===== src/rtl/traffic_display_driver.sv =====
// Display front end for the traffic controller: per-frame snapshot of the BCD
// timers and lights, 4-digit multiplexed 7-segment scan, lamp drive and error flag.
module traffic_display_driver #(
  parameter int SCAN_DIV  = 4,
  parameter int BLINK_DIV = 8
) (
  input  logic       clock,
  input  logic       R,
  input  logic [3:0] A_Time_L,
  input  logic [3:0] A_Time_H,
  input  logic [3:0] B_Time_L,
  input  logic [3:0] B_Time_H,
  input  logic       A_Light,
  input  logic       B_Light,
  output logic [6:0] seg,
  output logic [3:0] digit_sel,
  output logic [1:0] lamp_a,
  output logic [1:0] lamp_b,
  output logic       frame_start,
  output logic       err
);

  localparam int CW = $clog2(SCAN_DIV);
  localparam int FW = $clog2(BLINK_DIV + 1);

  localparam logic [6:0] SEG_DASH  = 7'h40;
  localparam logic [6:0] SEG_BLANK = 7'h00;
  localparam logic [1:0] LAMP_RED  = 2'b01;
  localparam logic [1:0] LAMP_GRN  = 2'b10;
  localparam logic [1:0] LAMP_OFF  = 2'b00;

  logic [CW-1:0]  cnt;
  logic [1:0]     idx;
  logic [3:0][3:0] sh_dig;   // [0]=A_L, [1]=A_H, [2]=B_L, [3]=B_H
  logic           sh_a;
  logic           sh_b;
  logic           blink_on;
  logic [FW-1:0]  frame_cnt;
  logic           running;   // low from a reset edge until the first released edge

  logic           last_cnt;
  logic           snap;
  logic           bad_digit;
  logic           flash;
  logic           conflict;
  logic [3:0]     cur_dig;
  logic [3:0]     pair_low;
  logic [6:0]     dec_seg;

  function automatic logic is_bad(input logic [3:0] d);
    return (d >= 4'd10) && (d <= 4'd14);
  endfunction

  always_comb begin
    last_cnt  = (cnt == CW'(SCAN_DIV - 1));
    snap      = last_cnt && (idx == 2'd3);
    bad_digit = is_bad(A_Time_L) | is_bad(A_Time_H) | is_bad(B_Time_L) | is_bad(B_Time_H);
  end

  always_ff @(posedge clock) begin
    if (!R) begin
      running     <= 1'b0;
      cnt         <= CW'(SCAN_DIV - 1);
      idx         <= 2'd3;
      sh_dig      <= '0;
      sh_a        <= 1'b0;
      sh_b        <= 1'b0;
      blink_on    <= 1'b1;
      frame_cnt   <= '0;
      err         <= 1'b0;
      frame_start <= 1'b0;
    end else begin
      running     <= 1'b1;
      frame_start <= snap;
      if (last_cnt) begin
        cnt <= '0;
        idx <= idx + 2'd1;
      end else begin
        cnt <= cnt + 1'b1;
      end
      if (snap) begin
        sh_dig <= {B_Time_H, B_Time_L, A_Time_H, A_Time_L};
        sh_a   <= A_Light;
        sh_b   <= B_Light;
        err    <= err | bad_digit | (A_Light & B_Light);
        if (frame_cnt == FW'(BLINK_DIV - 1)) begin
          frame_cnt <= '0;
          blink_on  <= ~blink_on;
        end else begin
          frame_cnt <= frame_cnt + 1'b1;
        end
      end
    end
  end

  always_comb begin
    cur_dig  = sh_dig[idx];
    pair_low = sh_dig[{idx[1], 1'b0}];
    flash    = (sh_dig == {4{4'hF}});
    conflict = sh_a & sh_b;
    case (cur_dig)
      4'd0:    dec_seg = 7'h3F;
      4'd1:    dec_seg = 7'h06;
      4'd2:    dec_seg = 7'h5B;
      4'd3:    dec_seg = 7'h4F;
      4'd4:    dec_seg = 7'h66;
      4'd5:    dec_seg = 7'h6D;
      4'd6:    dec_seg = 7'h7D;
      4'd7:    dec_seg = 7'h07;
      4'd8:    dec_seg = 7'h7F;
      4'd9:    dec_seg = 7'h6F;
      4'hF:    dec_seg = SEG_DASH;
      default: dec_seg = SEG_BLANK;
    endcase
  end

  // Segment and digit select; a blank first slot of each digit hides switching ghosts.
  always_comb begin
    seg       = SEG_BLANK;
    digit_sel = 4'b0000;
    if (running) begin
      if (cnt != '0) digit_sel = 4'b0001 << idx;
      if (flash)
        seg = blink_on ? SEG_DASH : SEG_BLANK;
      else if (idx[0] && (cur_dig == 4'd0) && (pair_low != 4'hF))
        seg = SEG_BLANK;
      else
        seg = dec_seg;
    end
  end

  always_comb begin
    lamp_a = LAMP_RED;
    lamp_b = LAMP_RED;
    if (running && !conflict) begin
      if (flash) begin
        if (sh_a) lamp_a = blink_on ? LAMP_GRN : LAMP_OFF;
        if (sh_b) lamp_b = blink_on ? LAMP_GRN : LAMP_OFF;
      end else begin
        lamp_a = sh_a ? LAMP_GRN : LAMP_RED;
        lamp_b = sh_b ? LAMP_GRN : LAMP_RED;
      end
    end
  end

endmodule

===== config.mk =====
export PLATFORM = sky130hd
export DESIGN_NAME = traffic_display_driver
export DESIGN_NICKNAME = d
export VERILOG_FILES = /design/src/rtl/traffic_display_driver.sv
export SDC_FILE = /design/constraint.sdc
export NUM_CORES = 1
export LEC_CHECK = 0
export BUFFER_PORTS_ARGS = -buffer_cell sky130_fd_sc_hd__buf_2
export CAP_MARGIN = 20
export CORE_MARGIN = 2
export CORE_UTILIZATION = 55
export DETAILED_ROUTE_END_ITERATION = 10
export GPL_TIMING_DRIVEN = 0
export PLACE_DENSITY = 0.79
export SETUP_SLACK_MARGIN = 0.1
export SLEW_MARGIN = 20
export SYNTH_ARGS = -nofsm -noshare
export SYNTH_HDL_FRONTEND = slang
export SYNTH_SLANG_ARGS = --single-unit

===== constraint.sdc =====
create_clock -name clock -period 4.1 [get_ports clock]
set_clock_uncertainty 0.2 [all_clocks]
set_input_delay 0.82 -clock clock [delete_from_list [all_inputs] [get_ports clock]]
set_output_delay 0.82 -clock clock [all_outputs]
set_load 0.02 [all_outputs]

==> results.cfg <==
[synthesis]
synth-seq-cells = 30
synth_area_leaders = dfxtp_1 (34%), nand2_1 (9.9%), ha_1 (9.3%)
syn-instance-count = 208
yosysTopAreaCell = dfxtp_1
synth_ff_type = dfxtp_1
seq_area_frac_synth_pct = 34.3
synth_nets = 241
yosysWarnings = 0
ys_types = 42
syn_avg_cell_area_um2 = 8.43
synth-edff-count = 0
synth_area_um2 = 1750
synthArstFlopShare_pct = 0
synth_top_area_share_pct = 34.3

[critical_path]
cp_num_cells = 7
cp-start-kind = flop
reg2reg_depth = 6
cp-startpoint = idx[0]
reg2reg_from = cnt[0]
cp-end-kind = output pin
path_class = flop to output pin
path_buf_inv = 2
worstPathArrival_ns = 2.47
cp_slowest_cell = mux4_1
cp_cell_sequence = buf_6, mux4_1, ha_1, and2_1, o21a_1, o31ai_2, buf_2
crit_fanout = 8
critPathMaxStageDelay_ns = 0.65
worstPathRequired_ns = 3.08
critical-path-top-delay-family = multiplexers

[floorplanning]
core_um2 = 3050
fp.dieArea_um2 = 3650
fp.dieW_um = 60.5
ioPinCount = 37
rows = 20
chipHeight_um = 60.5
floorplan.initialDensity_pct = 57.4

[timing]
fmax_mhz = 287
min_period_ns = 3.49
hold_violations = 0
rsz0062_at_grt = false
finalSetupViolations = 0
finalCritPeriodShare_pct = 85.0
tightest_slew_ns = 0.463
tns_ns = 0
relSlewSlack_pct = 69.1
final-max-slew-violation-count = 0

[global_route]
grt_antenna_before_repair = 0
overflow = 0
grt_start_max_net_pins = 11
grt_pass1_vias = 1336
track_usage_pct = 22.1
grt_first_pass_wirelength_um = 5970

[placement]
dp_cells = 288
dp_hpwl_um = 2820
numPortBuffers = 36
dpl_cell_area_um2 = 1990
place.gp.congestion = 0.810

[final_layout]
antenna_cells = 0
fillers = 290
utilization_pct = 67.1
design_area_um2 = 2050
final_nets = 284
fin_cells = 296
drive_gt1_share_pct = 22.2
syn_to_final_growth_pct = 16.8

[detailed_routing]
drtIter0Drc = 66
viasPerCell = 5.25
wl_per_cell_um = 12.3
routed_wl_um = 3650
drc_errors = 0
vias = 1555
first_pass_iters = 4
postRouteAntennaNets = 0

[clock_tree]
cts_tree = yes
clockRootBuffer = clkbuf_4
htreeDepth = 2
cts_buffers = 5
insertion_delay_ns = 0.33
clkSinkCount = 30
cts-hold-fix-buffers = 0
clk_path_buf_depth = 2
cts.reportedPaths.clkPinSlew_ns = 0.09
cts_resized = 0
cts_setup_buffers = 0

[power_and_ir_drop]
switchingPower_w = 0.000328
ir_drop_mv = 0.244
combPwrFrac_pct = 39.0
switching_share_pct = 37.3
power.density_nw_per_um2 = 429
cellInternalPower_w = 0.000551
pwr-share-clk_pct = 20.6
pwr-share-seq_pct = 40.4
p_leak_nw = 0.885

[worst_hold_path]
min_path_cells = 2
worstHoldStart = sh_a
hold_class = flop to flop

[flow_run]
max_cap_viol_count = 0

[status]
status = complete, no violations
## stage by stage
step / hold WS [ns] / power [W] / setup slack, ns
6_report: 0.278 / 0.000879 / 0.615
5_1_grt: 0.292 / 0.000943 / 0.475
4_1_cts: 0.277 / 0.000885 / 0.586
3_5_place_dp: 0.256 / 0.000704 / 0.958
3_3_place_gp: 0.246 / 0.000698 / 0.995
2_1_floorplan: 0.240 / 0.000612 / 1.04
## worst min-delay path, stage by stage, from the launching register on
cell	delay [ns]
dfxtp_1	0.32
nand2_1	0.05
a21boi_0	0.06
## power by group through the flow
stage	sequential, W	clock (W)	combinational (W)
2_1_floorplan	0.000356	0	0.000256
3_3_place_gp	0.000360	0	0.000338
3_5_place_dp	0.000361	0	0.000343
4_1_cts	0.000354	0.000186	0.000345
5_1_grt	0.000360	0.000198	0.000385
6_report	0.000355	0.000181	0.000343
## synth_stat cells (3+ instances only)
master,instances
xnor2_1,3
inv_1,7
nand4_1,6
and2_1,6
a21oi_1,9
nand2_1,46
nor2b_1,3
ha_1,13
a21boi_0,19
dfxtp_1,30
o21ai_0,6
clkbuf_1,7
nor2_1,11
mux2i_1,3
a31oi_1,5
## per-layer routing
metal | GRT usage [%] | vias to the layer above | part of all wire [%]
met3 | 4.48 | 10 | 4.9
met4 | 11.5 | 0 | 2.3
met2 | 34.3 | 44 | 45
li1 | - | 807 | -
met5 | 0 | - | 0
met1 | 29.2 | 694 | 48
## cells in the final DEF, fill, tap and decap left out, types with 2 or more instances in the layout
cell type  netlist  routed
and2_1           6       6
inv_1            7       7
ha_1            13      13
o21ai_0          6       6
buf_2            1      37
a21oi_1          9       9
mux2i_1          3       3
o21a_1           2       2
nand4_1          6       6
mux2_2           2       2
nand2_1         46      46
nor2b_1          3       3
nor3_1           2       2
a21boi_0        19      19
buf_6            2       2
mux4_2           2       2
nor2_1          11      11
clkbuf_4         0       5
clkbuf_1         7       8
dfxtp_1         30      30
o211ai_1         2       2
nand3b_1         2       2
a31oi_1          5       5
xnor2_1          3       3
## layout make-up
cell class	instances	area, µm²	share of cell area [%]
Clock inverter	1	5.00	0.244
Multi-Input combinational cell	159	1060	51.8
Sequential cell	30	601	29.3
Timing Repair Buffer	36	180	8.80
Clock buffer	7	55.1	2.69
Tap cell	44	55.1	2.69
Inverter	8	30.0	1.47
Buffer	11	61.3	2.99
## flip-flops by register name (all words and copies together) (netlist names)
signal and count:
sh_dig 16, blink_on 1, sh_a 1, cnt 2, frame_cnt 4, err 1, running 1, frame_start 1
sh_b 1, idx 2
## worst paths after layout
check,to,slack (ns)
worst max-delay path,seg[6],0.61
worst min-delay path,sh_a,0.28
worst max register to register,blink_on,2.07
worst min register to register,sh_a,0.28
## kinds of logic (layout without fill, tap and decap cells)
kind of cell	after synthesis	in the layout	synth area share, %
xor+xnor	4	4	2.00
fa+ha+maj	13	13	9.28
simple gates	84	84	22.4
buf+inv	19	63	5.21
flops	30	30	34.3
compound gates	49	49	18.9
mux	9	9	7.92
Power figures use the tool's default switching activity.
